--- src/rtl/conv_pkg.sv ---
// Shared definitions for the convolution control unit: state encoding,
// default geometry and a width helper.
package conv_pkg;

  typedef enum logic {
    ST_IDLE = 1'b0,
    ST_RUN  = 1'b1
  } conv_state_t;

  localparam int unsigned DEF_NUM_T = 16;
  localparam int unsigned DEF_IMG_W = 4;
  localparam int unsigned DEF_IMG_H = 4;
  localparam int unsigned DEF_K     = 3;

  function automatic int unsigned clog2(input int unsigned n);
    int unsigned r;
    r = 0;
    if (n > 1) begin
      for (int unsigned v = n - 1; v > 0; v = v >> 1) r++;
    end
    return r;
  endfunction

  // Counter width that never collapses to zero bits.
  function automatic int unsigned width_of(input int unsigned n);
    return (clog2(n) < 1) ? 1 : clog2(n);
  endfunction

endpackage

--- src/rtl/onehot_decoder.sv ---
// Step-index to one-hot converter; enable low forces an all-zero output.
module onehot_decoder #(
  parameter int unsigned N  = 16,
  parameter int unsigned IW = 4
) (
  input  logic [IW-1:0] idx,
  input  logic          en,
  output logic [N-1:0]  onehot
);

  always_comb begin
    onehot = '0;
    for (int unsigned i = 0; i < N; i++) begin
      onehot[i] = en && (idx == IW'(i));
    end
  end

endmodule

--- src/rtl/conv_control_unit.sv ---
// Per-window timing generator with retry, continuous mode and abort.
// Optional stall counter output enabled by CONV_CTRL_STALL_CNT_EN.
module conv_control_unit
  import conv_pkg::*;
#(
  parameter int unsigned NUM_T = DEF_NUM_T,
  parameter int unsigned IMG_W = DEF_IMG_W,
  parameter int unsigned IMG_H = DEF_IMG_H,
  parameter int unsigned K     = DEF_K
) (
  input  logic                                clk,
  input  logic                                reset,
  input  logic                                start,
  input  logic                                cont,
  input  logic                                abort,
  input  logic                                E,
  input  logic                                Q,
  output logic [NUM_T-1:0]                    T,
  output logic [width_of(IMG_W-K+1)-1:0]      win_col,
  output logic [width_of(IMG_H-K+1)-1:0]      win_row,
  output logic                                busy,
  output logic                                done
`ifdef CONV_CTRL_STALL_CNT_EN
  ,
  output logic [15:0]                         stall_cnt
`endif
);

  localparam int unsigned OUT_W = IMG_W - K + 1;
  localparam int unsigned OUT_H = IMG_H - K + 1;
  localparam int unsigned CW    = width_of(OUT_W);
  localparam int unsigned RW    = width_of(OUT_H);
  localparam int unsigned SW    = width_of(NUM_T);

  localparam logic [SW-1:0] LAST_STEP = SW'(NUM_T - 1);
  localparam logic [CW-1:0] LAST_COL  = CW'(OUT_W - 1);
  localparam logic [RW-1:0] LAST_ROW  = RW'(OUT_H - 1);

  conv_state_t       state_q, state_d;
  logic [SW-1:0]     step_q, step_d;
  logic [CW-1:0]     col_d;
  logic [RW-1:0]     row_d;
  logic              cont_q, cont_d;
  logic              done_d;
  logic [NUM_T-1:0]  t_d;

  // T is decoded from the next step so the output itself comes from a flop.
  onehot_decoder #(
    .N  (NUM_T),
    .IW (SW)
  ) u_dec (
    .idx    (step_d),
    .en     (state_d == ST_RUN),
    .onehot (t_d)
  );

  always_ff @(posedge clk) begin
    if (!reset) begin
      state_q <= ST_IDLE;
      step_q  <= '0;
      win_col <= '0;
      win_row <= '0;
      cont_q  <= 1'b0;
      done    <= 1'b0;
      T       <= '0;
    end else begin
      state_q <= state_d;
      step_q  <= step_d;
      win_col <= col_d;
      win_row <= row_d;
      cont_q  <= cont_d;
      done    <= done_d;
      T       <= t_d;
    end
  end

  always_comb begin
    state_d = state_q;
    step_d  = step_q;
    col_d   = win_col;
    row_d   = win_row;
    cont_d  = cont_q;
    done_d  = 1'b0;
    unique case (state_q)
      ST_IDLE: begin
        if (start && !abort) begin
          state_d = ST_RUN;
          step_d  = '0;
          col_d   = '0;
          row_d   = '0;
          cont_d  = cont;
        end
      end
      ST_RUN: begin
        if (abort) begin
          state_d = ST_IDLE;
          step_d  = '0;
          col_d   = '0;
          row_d   = '0;
        end else if (E) begin
          if (step_q != LAST_STEP) begin
            step_d = step_q + 1'b1;
          end else begin
            step_d = '0;
            if (Q) begin
              if (win_col == LAST_COL && win_row == LAST_ROW) begin
                col_d   = '0;
                row_d   = '0;
                done_d  = 1'b1;
                state_d = cont_q ? ST_RUN : ST_IDLE;
              end else if (win_col == LAST_COL) begin
                col_d = '0;
                row_d = win_row + 1'b1;
              end else begin
                col_d = win_col + 1'b1;
              end
            end
          end
        end
      end
      default: state_d = ST_IDLE;
    endcase
  end

  always_comb begin
    busy = (state_q == ST_RUN);
  end

`ifdef CONV_CTRL_STALL_CNT_EN
  always_ff @(posedge clk) begin
    if (!reset) begin
      stall_cnt <= '0;
    end else if (state_q == ST_IDLE && state_d == ST_RUN) begin
      stall_cnt <= '0;
    end else if (state_q == ST_RUN && !E && stall_cnt != '1) begin
      stall_cnt <= stall_cnt + 16'd1;
    end
  end
`endif

endmodule
--- config.mk ---
export PLATFORM = sky130hd
export DESIGN_NAME = conv_control_unit
export DESIGN_NICKNAME = d
export VERILOG_FILES = /design/src/rtl/conv_pkg.sv /design/src/rtl/onehot_decoder.sv /design/src/rtl/conv_control_unit.sv
export SDC_FILE = /design/constraint.sdc
export NUM_CORES = 1
export LEC_CHECK = 0
export CAP_MARGIN = 10
export CORE_UTILIZATION = 33
export CTS_CLUSTER_DIAMETER = 100
export DETAILED_ROUTE_END_ITERATION = 10
export GPL_ROUTABILITY_DRIVEN = 0
export PLACE_DENSITY = 0.66
export SYNTH_ARGS = -nofsm -noshare
export SYNTH_HDL_FRONTEND = slang
export SYNTH_SLANG_ARGS = --single-unit
--- constraint.sdc ---
create_clock -name clk -period 1.75 [get_ports clk]
set_input_delay 0.175 -clock clk [delete_from_list [all_inputs] [get_ports clk]]
set_output_delay 0.175 -clock clk [all_outputs]
set_load 0.005 [all_outputs]
After elaboration in Yosys (flattened, before gate mapping)
Index checks and enable logic that the tools add are counted.
Cells by class
  equality and inequality tests: 21
  bitwise gates (word level): 4
  reduce and logical (&&, ||, !) cells: 24
  mux-type cells: 29
  add/subtract/negate cells: 3
Operators by type and width (count)
  $eq 4x4->1 const B: 8
  $mux 1: 21
  $logic_and 1x1->1: 18
  $eq 4x3->1 const B: 4
  $mux 4: 4
  $ne 3x3->1 const B: 3
  $eq 4x2->1 const B: 2
  $pmux 4 s2: 1
  $pmux 1 s2: 3
  $reduce_or 6->1: 1
  $reduce_and 5->1: 1
  $add 4x1->4 const B: 1
  $eq 4x1->1 const B: 1
  $logic_not 4->1: 1
  $ne 4x3->1 const B: 1
  $ne 4x4->1 const B: 1
  $not 1->1: 4
  $reduce_and 4->1: 1
  $add 1x1->1 const B: 2
  $ne 2x2->1 const B: 1
  $reduce_and 2->1: 1
  $logic_not 1->1: 1
Word-level totals
  register bits: 25
  input bits: 7
  output and inout bits: 20
  logic and storage cells: 88

Logic depth before layout (Yosys ltp)
Gate-level depths: netlist of run 1.
  depth after elaboration: 8
  gate-level depth with buffers: 6
  mapped depth without buffers: 6

By module
A second synthesis of run 1 with hierarchy kept.
Second synthesis, totals
  cells, all modules: 114
  area total of the unflattened synthesis: 1079.8 um^2
By module, submodules not included
  conv_control_unit: cells each 91, seq. area each 500.5 um^2, instances 1, area each 962.2 um^2
  onehot_decoder: cells each 23, seq. area each 0.0 um^2, instances 1, area each 117.6 um^2

Least setup slack after synthesis of run 1
No wires, ideal clock.
  kind: register to register
  start point: register step_q[0]
  end point: register T[10]
  path slack: 232 ps
  path buffers: 0
  setup time: 116 ps
  data arrival time: 1402 ps
  cell stages (with the launch flop): 7
  cell sequence: dfxtp_1 ha_1 nand3_1 and4_1 a211oi_4 nand2b_1 nor2_1
On the way
  word-level cells in the longest chain between the ends: 7
  elaborated cells on any way between the ends: 13
  those cells by class: 1 x add/sub; 2 x eq/ne; 9 x mux; 1 x reduce/logical
RTL lines
  start: declaration: line conv_control_unit.sv:40  | logic [SW-1:0] step_q, step_d;
  start signal: assignment: line conv_control_unit.sv:68  | step_q <= step_d;
  $add 4x1->4 / $ne 4x4->1 (equally long branches): line conv_control_unit.sv:102, conv_control_unit.sv:101
  $mux 4: line conv_control_unit.sv:101  | if (step_q != LAST_STEP) begin
  $mux 4: line conv_control_unit.sv:100  | end else if (E) begin
  $mux 4: line conv_control_unit.sv:95  | if (abort) begin
  $pmux 4 s2: line conv_control_unit.sv:84  | unique case (state_q)
  $eq 4x4->1: line onehot_decoder.sv:14  | onehot[i] = en && (idx == IW'(i));
  $logic_and 1x1->1 (*): line onehot_decoder.sv:14
  end signal: assignment: line conv_control_unit.sv:73  | T <= t_d;
  end: declaration: line conv_control_unit.sv:18  | output logic [NUM_T-1:0] T,
Mark *: on every way between the ends. The rest lies on a longest branch, timed or not.
A chain may end at the register's enable or synchronous reset.

Final worst setup path of run 1
  start point: register step_q[0]
  end point: register T[11]
Same word-level chain as after synthesis.

==> impl_metrics.tcl, run 1 <==
set metrics [dict create \
    status "complete, no violations" \
    wl_um 1919 \
    cts_tree "yes" \
    crit_type "reg -> reg" \
    die_y_um 54.54 \
    antenna_cells 0 \
    critPathMaxFanout 5 \
    grt_remaining_overflow 0 \
    layout-drive-gt1-share_pct 14.06 \
    setup_viol 0 \
    chipWidth_um 54.54 \
    finalNonFillerCells 158 \
    worstMarginPinSlew_ps 372.8 \
    first_iter_violations 34 \
    grt_use_total_pct 13.89 \
    port_buffers 26 \
    dp_cells 154 \
    crit_family "simple AND/OR/NAND/NOR gates" \
    synth_area_um2 910.9 \
    clkTransAtPathRegs_ps 140 \
    grt_max_degree 16 \
    num-nets-final 137 \
    slew_headroom_pct 75.15 \
    yosys_warnings 0 \
    slew_violations 0 \
    drc_errors 0 \
    drt-wirelength-per-cell_um 12.15 \
    grt_pass1_vias 689 \
    total_power_mw 0.8949 \
    drtAntennaViolNets 0 \
    cts_hold_buf 0 \
    powerDensity_nw_per_um2 685.1 \
    core_area_um2 2545 \
    cap_violations 0 \
    p_leak_nw 0.4810 \
    final_util_pct 51.33 \
    synth_cells 90 \
    ys_seq_area_share_pct 54.95 \
    dr.pass1.iters 4 \
    cp_num_buf_inv 0 \
    hold_slack_ps 461.2 \
    cp-end-kind "flip-flop" \
    vdd_drop_max_uv 501.8 \
    period_share_pct 94.66 \
    synthDistinctLibCells 29 \
    rsz0062_at_grt "no" \
    max_freq_mhz 603.6 \
    final_cell_mix "clkdlybuf4s50_1, dfxtp_1, nor2_1" \
    postLayoutSetupSlackWorst_ps 93.39 \
    slowest_delay_ps 430 \
    htreeDepth 1 \
    min_path_type "in -> reg" \
    final_common_cell "clkdlybuf4s50_1" \
    ys_seq_elements 25 \
    path_cells "ha_1 -> nand3_1 -> and4_1 -> a211oi_4 -> nand2b_1 -> nor2_1" \
    ctsResizeCount 0 \
    crit_arrival_ps 1870 \
    root_buffer "clkbuf_4" \
    cts_made_buffers 3 \
    cp_slowest_cell "dfxtp_1" \
    dp_hpwl_um 1452 \
    die_area_um2 2974 \
    period_needed_ps 1657 \
    timing.critical_path.from_type "flip-flop" \
    syn_area_per_cell_um2 10.12 \
    grt_pass1_wl_um 2925 \
    start_util_pct 35.79 \
    cp.required_ps 1970 \
    vias 795 \
    cts_max_path_buffers 2 \
    skew_ps 5.421 \
    pre_cts_ws_ps -124.0 \
    cts_setup_buffers 0 \
    finalHoldViolCount 0 \
    fillCellCount 234 \
    viasPerCell 5.032 \
    syn-num-nets 98 \
    syn2layout_area_growth_pct 43.41 \
    antenna_found_initial 0 \
    rows 18 \
    io_pins 27 \
    cts_sinks 25 \
    clk_latency_ps 320 \
]
==> final cells by class <==
type                       count  area [µm²]  share of cell area, %
clock inverter                 1       7.507                 0.5747
sequential                    25       500.5                  38.31
tap                           30       37.54                  2.874
clock buffer                   3       22.52                  1.724
timing repair buffer          35       327.8                  25.10
multi-input combinational     63       406.6                  31.13
inverter                       1       3.754                 0.2874
==> per-layer routing <==
metal,wire length [µm],part of all wire [%],up-vias,track usage (%)
met1,919,48,382,18.52
li1,-,-,395,-
met3,50,2.6,2,2.500
met5,0,0,-,0
met2,930,48,16,20.93
met4,19,0.99,0,7.692
==> registers in the layout, indices dropped and copies added (netlist names) <==
register  flops
step_q        4
busy          1
win_col       1
win_row       1
T            16
cont_q        1
done          1
==> worst reg2reg max path, cell delays in order, from the launching register on <==
cell      delay, ps
dfxtp_1         430
ha_1            250
nand3_1          90
and4_1          240
a211oi_4        270
nand2b_1        200
nor2_1           70
==> synthesized netlist by cell type <==
cell type  instances  area share (%)
clkbuf_2           1            0.55
ha_1               1             1.4
a21oi_2            1            0.96
and3_1             1            0.69
nor3_1             7             3.8
o221ai_1           1            0.96
mux2i_1            1             1.1
nand3b_1           3             2.5
o211a_1            2             2.2
nand2b_1           3             2.1
a211oi_4           1             2.2
nor3b_1            2             1.6
a32oi_1            2             1.9
o22ai_1            1            0.69
and2_1             1            0.69
o211ai_1           1            0.82
and4_1             1            0.96
nor2b_1            6             4.1
inv_1              1            0.41
dfxtp_1           25              55
nor2_1            14             5.8
nand2_1            3             1.2
xnor2_1            1            0.96
a22oi_2            1             1.4
nor2b_2            1            0.96
nand4_1            1            0.69
o21ai_0            1            0.55
a32o_1             1             1.1
nand3_1            5             2.7
==> logic make-up (layout without fill, tap and decap cells) <==
family	after synthesis	count (layout)	synth area share [%]
xor+xnor	1	1	0.9617
simple gates	48	48	27.89
compound gates	12	12	12.78
fa+ha+maj	1	1	1.373
flops	25	25	54.95
mux	1	1	1.099
buf+inv	2	40	0.9606
==> through the flow <==
stage                     area (µm²)  setup TNS [ps]
after floorplan                910.9               0
after global placement          1271          -124.4
after detailed placement        1271          -895.2
after CTS                       1301               0
after global routing            1306               0
final                           1306               0
==> where the power goes <==
part	switching [mW]	total, mW	internal (mW)	leakage, nW
Combinational	0.0264	0.0596	0.0332	0.265
Sequential	0.00359	0.577	0.573	0.202
Clock	0.171	0.259	0.0872	0.0139
Total	0.201	0.895	0.694	0.481
==> final timing paths <==
kind | cells past startpoint | slack (ps) | endpoint | start
worst max-delay path | 6 | 90 | T[11] | step_q[0]
worst min-delay path | 3 | 460 | cont_q | cont
worst max register to register | 6 | 90 | T[11] | step_q[0]
worst min register to register | 2 | 540 | cont_q | cont_q
(Power assumes the default switching activity.)
==> inputs of run 2 (changes only) <==
--- a/config.mk
+++ b/config.mk
@@ -7,10 +7,10 @@
 export LEC_CHECK = 0
 export CAP_MARGIN = 10
 export CORE_UTILIZATION = 33
-export CTS_CLUSTER_DIAMETER = 100
 export DETAILED_ROUTE_END_ITERATION = 10
 export GPL_ROUTABILITY_DRIVEN = 0
 export PLACE_DENSITY = 0.66
+export REMOVE_ABC_BUFFERS = 1
 export SYNTH_ARGS = -nofsm -noshare
 export SYNTH_HDL_FRONTEND = slang
 export SYNTH_SLANG_ARGS = --single-unit
==> run 2 against run 1 <==
Die area unchanged; highest routed layer unchanged; critical endpoint is now T[9]; critical path depth stayed put; hold slack improved by 21 ps; power increased by 0.26%; largest power group unchanged; worst setup slack improved by 99 ps.
==> impl_metrics.tcl, run 2 (same netlist as run 1, synthesis figures left out) <==
set metrics [dict create \
    placed_area_um2 1271 \
    finalInstanceArea_um2 1336 \
    cts_sinks 25 \
    cp.required_ps 1970 \
    grt_pass1_vias 721 \
    min_path_type "in -> reg" \
    cell_internal_pwr_mw 0.6956 \
    p_sw_mw 0.2017 \
    p_leak_nw 0.4926 \
    sequential_cell_area_um2 503.0 \
    grt_pass1_wl_um 3263 \
    period_needed_ps 1558 \
    start_util_pct 35.79 \
    ff2ff_path_depth 6 \
    core_area_um2 2545 \
    grt_use_total_pct 15.60 \
    skew_ps 3.911 \
    largest_register_ffs 16 \
    hold_start "cont" \
    clock_power_share_pct 28.5 \
    fillCellCount 238 \
    slowest_delay_ps 400 \
    wl_um 2005 \
    dr.pass1.iters 5 \
    final_cell_mix "clkdlybuf4s50_1, dfxtp_1, nor2_1" \
    antenna_cells 0 \
    slew_violations 0 \
    cts_max_path_buffers 2 \
    largest-register "T" \
    dp_hpwl_um 1569 \
    reg2reg_to "T[9]" \
    vias 789 \
    port_buffers 26 \
    critPathMaxFanout 4 \
    rows 18 \
    max_freq_mhz 641.9 \
    multi_input_comb_area_um2 426.7 \
    finalHoldViolCount 0 \
    top_regs "T x16, step_q x4" \
    period_share_pct 89.02 \
    antenna_found_initial 0 \
    r2r_start "step_q[1]" \
    use_met1_pct 20.34 \
    holdPathStages 3 \
    clkTransAtPathRegs_ps 140 \
    switching_share_pct 22.48 \
    grt_remaining_overflow 0 \
    status "complete, no violations" \
    cts_made_buffers 3 \
    gr-usage-met2_pct 25.00 \
    rsz0062_at_grt "no" \
    chipWidth_um 54.54 \
    grt_max_degree 16 \
    first_iter_violations 15 \
    die_area_um2 2974 \
    io_pins 27 \
    root_buffer "clkbuf_4" \
    path_cells "ha_1 -> nand3_1 -> and4_1 -> a211oi_4 -> nand2b_1 -> nor2_1" \
    die_y_um 54.54 \
    setup_viol 0 \
    cp_slowest_cell "dfxtp_1" \
    cp-end-kind "flip-flop" \
    slew_headroom_pct 74.08 \
    drc_errors 0 \
    timing.critical_path.from_type "flip-flop" \
    drtAntennaViolNets 0 \
    htreeDepth 1 \
    clk_latency_ps 310 \
    layout-drive-gt1-share_pct 18.60 \
    seqPwrFrac_pct 64.3 \
    drt-wirelength-per-cell_um 12.61 \
    crit_arrival_ps 1780 \
    hold-path-endpoint "cont_q" \
    powerDensity_nw_per_um2 671.5 \
    syn2layout_area_growth_pct 46.70 \
    final_common_cell "clkdlybuf4s50_1" \
    r2r_setup_slack_ps 190 \
    crit_family "simple AND/OR/NAND/NOR gates" \
    hold_slack_ps 482.3 \
    vdd_drop_max_uv 469.3 \
    cp_num_buf_inv 0 \
    cts_tree "yes" \
    grt_use_met3_pct 1.667 \
    cap_violations 0 \
    num-nets-final 138 \
    grt-busiest-layer "met2" \
    viasPerCell 4.962 \
    crit_type "reg -> reg" \
    worstMarginPinSlew_ps 387.4 \
    pwr-share-comb_pct 7.2 \
]
run 2: power by group through the flow:
stage,registers (mW),clock network (mW),logic [mW]
after floorplan,0.589,0,0.0227
after global placement,0.589,0,0.0591
after detailed placement,0.589,0,0.0601
after CTS,0.577,0.265,0.0605
after global routing,0.578,0.287,0.0700
final,0.577,0.255,0.0646
run 2: stage by stage:
step	power (mW)	TNS (ps)	worst slack (ps)	util (%)	instances
floorplan	0.6115	0	231.7	-	89
global placement	0.6483	-382.2	-88.16	49.95	154
detailed placement	0.6495	-1336	-163.3	49.95	154
CTS	0.9028	0	44.65	51.13	158
global route	0.9351	0	19.45	52.51	159
finish	0.8973	0	192.1	52.51	159
run 2: layer usage:
metal  up-vias  share of wire, %  routed length [µm]
met2        13                49                 988
met3         4               1.6                  33
met4         0               2.0                  40
met5         -                 0                   0
met1       370                47                 942
li1        402                 -                   -
run 2: worst register-to-register path, delay by kind of cell (launching register included):
kind / cells / cell delay, ps
and+or+nand+nor: 4 / 590
DFF: 1 / 400
AOI/OAI and AO/OA: 1 / 250
adders and majority gates: 1 / 220
run 2: area by class of cell:
class	count	area share [%]
clock inverters	1	0.5618
flip-flops and latches	25	37.64
inverters	1	0.2809
well taps	30	2.809
multi-input cells	63	31.93
clock buffers	3	1.685
repair buffers	36	25.09
run 2: what timing repair did:
item,in CTS,in global routing
setup buffers,0,1
resized for setup,0,6
hold buffers,0,0
endpoints found under the setup margin,0,13
run 2: how the worst max path moves through the flow:
stage                   start    end  slack [ps]  depth (start not counted)
floorplan           step_q[0]  T[10]         230                          6
global placement        abort  T[12]         -90                          6
global route        step_q[0]  T[12]          20                          6
detailed placement      abort  T[12]        -160                          6
CTS                 step_q[0]  T[14]          40                          6
finish              step_q[1]   T[9]         190                          6
==> inputs of run 3 (changes only) <==
--- a/config.mk
+++ b/config.mk
@@ -6,6 +6,7 @@
 export NUM_CORES = 1
 export LEC_CHECK = 0
 export CAP_MARGIN = 10
+export CORE_MARGIN = 1
 export CORE_UTILIZATION = 33
 export DETAILED_ROUTE_END_ITERATION = 10
 export GPL_ROUTABILITY_DRIVEN = 0
==> results of run 3 <==
Final layout, timing and power as in run 2 (identical DEF).
==> RTL change 1, RTL diff (config.mk and constraints of run 2) <==
Change the package constant `DEF_K` from 3 to 6.
--- a/src/rtl/conv_pkg.sv
+++ b/src/rtl/conv_pkg.sv
@@ -10,7 +10,7 @@
   localparam int unsigned DEF_NUM_T = 16;
   localparam int unsigned DEF_IMG_W = 4;
   localparam int unsigned DEF_IMG_H = 4;
-  localparam int unsigned DEF_K     = 3;
+  localparam int unsigned DEF_K     = 6;
 
   function automatic int unsigned clog2(input int unsigned n);
     int unsigned r;
Interface: changed (resized win_col and win_row); port bits go from 27 to 89. No check against the original RTL was run, so the function may have changed too.
==> RTL change 1 against run 2 <==
- die area rose to 4.4 times the old value
- sequential cell count rose by 62
- the flow now finishes with violations (setup timing)
- setup slack worse by 0.48 ns
- global-route usage up 4.5 points
- critical endpoint is now win_row[31]
- synthesized area rose to 4.6 times the old value
- core utilization grew 6.9 points
- wire length rose to 6.7 times the old value
- final area rose to 5.4 times the old value
- final cell count rose to 5.7 times the old value
- total power rose to 4.7 times the old value
- highest routed layer unchanged
==> RTL change 1: results (changes against run 2) <==
### Outcome
• **outcome** complete, but fails checks, was complete, no violations
• **violated checks** setup timing

### Global routing
• **total routing usage reported by global routing** 20.12%, was 15.60%
• **number of antenna violations at the first check in global routing** 0, unchanged
• **first-pass GRT wire length** 20820 um, was 3263 um
• **via count of the first global-routing pass** 4371, was 721
• **overflow left after global routing** 0, unchanged
• **maximum number of pins on one net before global-route repair** 19, was 16

### Drt
• **Avg Vias per Cell** 4.961, was 4.962
• **DRC marker count from the first detailed-route iteration** 173, was 15
• **Vias** 4475, was 789
• **routed length per placed instance** 14.90 um, was 12.61 um
• **number of search-and-repair iterations in the first detailed-routing pass** 4, was 5

### Yosys
• **cell types with the highest counts after synthesis** 87 x dfxtp_1, 70 x nor2_1, 55 x nand2_1, was 25 x dfxtp_1, 14 x nor2_1, 7 x nor3_1
• **mean post-synth cell area** 8.290 um^2, was 10.12 um^2
• **warning count from the yosys run** 0, unchanged
• **share of async-settable or async-resettable flops after synthesis** 0%, unchanged
• **part of the Yosys area used for sequential elements** 42.02%, was 54.95%
• **main area contributors after synthesis** dfxtp_1 42%, xnor2_1 7.0%, nor2_1 6.3%, was dfxtp_1 55%, nor2_1 5.8%, nor2b_1 4.1%
• **synth unique cells** 49, was 29

### Critical path
• **highest fanout seen on the critical path** 7, was 4
• **arrival time of data at the critical path endpoint** 2.32 ns, was 1.78 ns
• **startpoint class of the critical path** flop, unchanged
• **family with the most delay on the worst path** simple AND/OR/NAND/NOR gates, unchanged
• **launching point of the worst reg2reg path** win_col[23], was step_q[1]
• **cell with the biggest individual delay on the critical path** nor4_4, was dfxtp_1

### Placement
• **Placed Cells incl. Taps** 863, was 154
• **number of buffer cells added on primary ports** 88, was 26
• **DP HPWL** 8818 um, was 1569 um

### Cells and area
• **ratio of cells with drive above 1 in the final layout** 35.97%, was 18.60%
• **largest registers** win_col (32), win_row (32), T (16), was T (16), step_q (4)
• **Antenna diodes** 0, unchanged
• **filler cell count** 1049, was 238
• **total number of nets in the final design** 741, was 138

### CTS
• **Skew-Pair Late Insertion Delay** 0.35 ns, was 0.31 ns
• **post-CTS clock slew at the launch and capture registers of the worst setup and hold paths** 0.07 ns, was 0.14 ns
• **H-tree Lvls** 3, was 1
• **number of buffers inserted during clock tree synthesis** 9, was 3
• **Clock Root Buffer** clkbuf_16, was clkbuf_4
• **maximum clock insertion buffer count** 2, unchanged

### Pwr
• **IR drop worst, VDD** 0.4858 mV, was 0.4693 mV
• **leakage power** 2.645 nW, was 0.4926 nW
• **switching power total** 0.001050 W, was 0.0002017 W

### Worst hold path
• **Hold Crit Start** cont, unchanged
• **hold crit path type** in2reg, unchanged

### STA
• **Worst Tran Pin Value** 0.5379 ns, was 0.3874 ns
• **count of endpoints failing setup in the final report** 82, was 0
• **Worst Clk Skew** 0.01122 ns, was 0.003911 ns
• **Worst Slack Setup Final** -0.2881 ns, was 0.1921 ns
• **Setup TNS** -17.63 ns, was 0 ns

[RTL change 1: final timing paths]
check,to,slack (ns),cells after the start
worst min register to register,cont_q,0.47,2
worst max register to register,win_row[31],-0.29,9
worst min-delay path,cont_q,0.45,3
worst max-delay path,win_row[31],-0.29,9
[RTL change 1: area by class of cell]
cell class / count / area (um^2) / area share, %
inverter: 17 / 68.82 / 0.9565
tap: 168 / 210.2 / 2.922
sequential: 87 / 1764 / 24.52
clock inverter: 7 / 62.56 / 0.8696
clock buffer: 9 / 225.2 / 3.130
timing repair buffer: 238 / 2217 / 30.82
multi-input combinational: 376 / 2646 / 36.78
[RTL change 1: logic make-up (layout without fill, tap and decap cells)]
group	after synthesis	in the layout	synth area share, %
DFF	87	87	42.02
xor gates and xnor gates	41	41	8.663
buffers and inverters	37	271	3.863
AOI/OAI and AO/OA	78	78	12.32
muxes	2	2	0.4830
adders and majority gates	5	5	1.509
and+or+nand+nor	250	250	31.15
[RTL change 1: worst reg2reg max path, stage by stage (launching register included)]
cell     delay [ns]
dfxtp_2        0.33
nand4_1        0.11
buf_6          0.15
nor4_4         0.40
nand4_4        0.16
buf_12         0.19
nor3_4         0.25
buf_12         0.16
a31oi_1        0.09
a31oi_1        0.14
[RTL change 1: layer usage]
layer | share of wire [%] | vias up | track usage (%)
met3 | 4.8 | 21 | 4.500
met5 | 0 | - | 0
met2 | 50 | 109 | 34.59
li1 | - | 2210 | -
met4 | 1.7 | 0 | 7.100
met1 | 43 | 2135 | 24.70
[RTL change 1: per-stage QoR]
stage          area (um^2)  setup slack [ns]  util [%]  power (W)  hold WS (ns)
2_1_floorplan         4049           -0.8451         -   0.002123        0.2967
3_3_place_gp          6143           -0.5514     50.72   0.002245        0.4512
3_5_place_dp          6143           -0.6038     50.72   0.002249        0.4661
4_1_cts               6919           -0.3264     57.13   0.004176        0.4461
5_1_grt               7194           -0.3627     59.40   0.004314        0.4408
6_report              7194           -0.2881     59.40   0.004182        0.4471
[RTL change 1: power groups by stage]
stage / registers, W / logic, W / clock network [W]
after floorplan: 0.00204 / 0.0000820 / 0
after global placement: 0.00204 / 0.000210 / 0
after detailed placement: 0.00204 / 0.000212 / 0
after CTS: 0.00199 / 0.000269 / 0.00191
after global routing: 0.00199 / 0.000326 / 0.00199
final: 0.00199 / 0.000307 / 0.00188
[RTL change 1: timing repair]
action / CTS / global route
setup endpoints to repair: 83 / 83
pin swaps: 59 / 22
hold buffers: 0 / 0
cloned: 4 / 2
buffers inserted: 10 / 10
gates resized for setup: 85 / 51
==> RTL change 2, RTL diff (settings of run 2) <==
Made on the original files. Add an input register stage for `start`, `cont`, `abort` and `Q`, with the module's reset; this delays them by one clock. The other inputs are not delayed to match.
--- a/src/rtl/conv_control_unit.sv
+++ b/src/rtl/conv_control_unit.sv
@@ -35,6 +35,25 @@
   localparam logic [SW-1:0] LAST_STEP = SW'(NUM_T - 1);
   localparam logic [CW-1:0] LAST_COL  = CW'(OUT_W - 1);
   localparam logic [RW-1:0] LAST_ROW  = RW'(OUT_H - 1);
+
+  logic start_q;
+  logic cont_r;
+  logic abort_q;
+  logic Q_q;
+
+  always_ff @(posedge clk) begin
+    if (!reset) begin
+      start_q <= '0;
+      cont_r  <= '0;
+      abort_q <= '0;
+      Q_q     <= '0;
+    end else begin
+      start_q <= start;
+      cont_r  <= cont;
+      abort_q <= abort;
+      Q_q     <= Q;
+    end
+  end
 
   conv_state_t       state_q, state_d;
   logic [SW-1:0]     step_q, step_d;
@@ -83,16 +102,16 @@
     done_d  = 1'b0;
     unique case (state_q)
       ST_IDLE: begin
-        if (start && !abort) begin
+        if (start_q && !abort_q) begin
           state_d = ST_RUN;
           step_d  = '0;
           col_d   = '0;
           row_d   = '0;
-          cont_d  = cont;
+          cont_d  = cont_r;
         end
       end
       ST_RUN: begin
-        if (abort) begin
+        if (abort_q) begin
           state_d = ST_IDLE;
           step_d  = '0;
           col_d   = '0;
@@ -102,7 +121,7 @@
             step_d = step_q + 1'b1;
           end else begin
             step_d = '0;
-            if (Q) begin
+            if (Q_q) begin
               if (win_col == LAST_COL && win_row == LAST_ROW) begin
                 col_d   = '0;
                 row_d   = '0;
Behaviour: not the same (Yosys sat finds a counterexample within 4 cycles, from zero or initial values and one cycle with reset low).
==> RTL change 2 against run 2 <==
- clock power rose by 52%
- final area rose by 27%
- synthesized area grew 32%
- hold slack lost 0.077 ns
- critical endpoint unchanged
- core utilization is 2.8 points lower
- setup slack worse by 0.12 ns
- first-iteration DRC count grew 130%
- total power rose by 31%
- sequential cell count rose by 4
- largest power group unchanged
- highest routed layer unchanged
- combinational power up 66%
- wire length increased by 45%
==> RTL change 2: results (changes against run 2) <==
### Yosys
• **synth unique cells** 38, was 29
• **part of the Yosys area used for sequential elements** 48.38%, was 54.95%
• **mean post-synth cell area** 10.34 um^2, was 10.12 um^2
• **main area contributors after synthesis** dfxtp_1 48%, nor4_1 8.3%, and2_1 3.6%, was dfxtp_1 55%, nor2_1 5.8%, nor2b_1 4.1%
• **cell types with the highest counts after synthesis** 29 x dfxtp_1, 16 x nor4_1, 7 x and2_1, was 25 x dfxtp_1, 14 x nor2_1, 7 x nor3_1

### Placement
• **setup slack at placement** -0.1476 ns, was -0.1633 ns
• **area post-placement** 1545 um^2, was 1271 um^2
• **Placed Cells incl. Taps** 191, was 154
• **DP HPWL** 1914 um, was 1569 um

### Cells and area
• **Final Instance Count excl. Fillers** 201, was 159
• **ratio of cells with drive above 1 in the final layout** 27.10%, was 18.60%
• **total number of nets in the final design** 162, was 138
• **area of the multi-input gates** 638.1 um^2, was 426.7 um^2
• **filler cell count** 324, was 238

### Global routing
• **maximum number of pins on one net before global-route repair** 18, was 16
• **via count of the first global-routing pass** 981, was 721
• **first-pass GRT wire length** 4464 um, was 3263 um
• **total routing usage reported by global routing** 15.05%, was 15.60%

### CTS
• **Skew-Pair Late Insertion Delay** 0.33 ns, was 0.31 ns
• **number of buffers inserted during clock tree synthesis** 5, was 3
• **post-CTS clock slew at the launch and capture registers of the worst setup and hold paths** 0.10 ns, was 0.14 ns

### Drt
• **DRC marker count from the first detailed-route iteration** 35, was 15
• **aggregate routed wire length** 2899 um, was 2005 um
• **Vias** 1086, was 789

### STA
• **Worst Clk Skew** 0.01653 ns, was 0.003911 ns
• **Worst Tran Pin Value** 0.5751 ns, was 0.3874 ns

### Critical path
• **arrival time of data at the critical path endpoint** 1.87 ns, was 1.78 ns
• **highest fanout seen on the critical path** 8, was 4

### Pwr
• **leakage power** 0.6094 nW, was 0.4926 nW
• **switching power total** 0.0002998 W, was 0.0002017 W
• **P_int** 0.0008727 W, was 0.0006956 W
• **share of total power in sequential cells** 57.8%, was 64.3%
• **share of power burned in the clock network** 33.0%, was 28.5%

### Outcome
• **outcome** complete, no violations, unchanged

[RTL change 2: cell types whose count changed after synthesis, moves of 3 or more]
| cell | delta |
|---|---|
| and2_1 | +6 |
| buf_2 | +5 |
| dfxtp_1 | +4 |
| nand3_1 | -5 |
| nand3b_1 | -3 |
| nor2_1 | -9 |
| nor3_1 | -5 |
| nor4_1 | +16 |
[RTL change 2: timing repair]
action,CTS,global route
resized for setup,1,17
gates cloned,0,2
pin swaps,1,2
endpoints found under the setup margin,7,16
[RTL change 2: worst max-delay path, stage by stage, from the launching register on]
cell and delay, ns:
dfxtp_1 0.48, nand2b_1 0.19, buf_4 0.17, o22ai_1 0.12, a31oi_1 0.49, nor4_1 0.09
[RTL change 2: layout make-up]
cell class / count / share of cell area [%]
flip-flops and latches: 29 / 34.27
inverters: 3 / 0.6632
well taps: 46 / 3.390
clock inverters: 2 / 0.5895
repair buffers: 39 / 21.08
multi-input cells: 76 / 37.58
clock buffers: 6 / 2.432
[RTL change 2: worst paths after layout]
kind | from | endpoint | slack, ns | cells after the start
setup / recovery | abort_q | T[9] | 0.07 | 5
hold / removal | Q | Q_q | 0.40 | 2
setup reg to reg | abort_q | T[9] | 0.07 | 5
hold reg to reg | cont_r | cont_q | 0.51 | 2
[RTL change 2: per-layer routing]
| metal | wire length (um) | up-vias | global-route usage, % |
|---|---|---|---|
| met5 | 0 | - | 0 |
| met2 | 1377 | 53 | 25.55 |
| li1 | - | 523 | - |
| met1 | 1290 | 505 | 16.44 |
| met4 | 36 | 0 | 6.977 |
| met3 | 196 | 5 | 5.882 |
[RTL change 2: kinds of logic after synthesis]
group	after synthesis	synth area share, %
compound gates	21	14.18
xor+xnor	2	1.460
fa+ha+maj	1	1.043
buf+inv	13	6.777
flops	29	48.38
mux	1	0.8342
simple gates	49	27.32
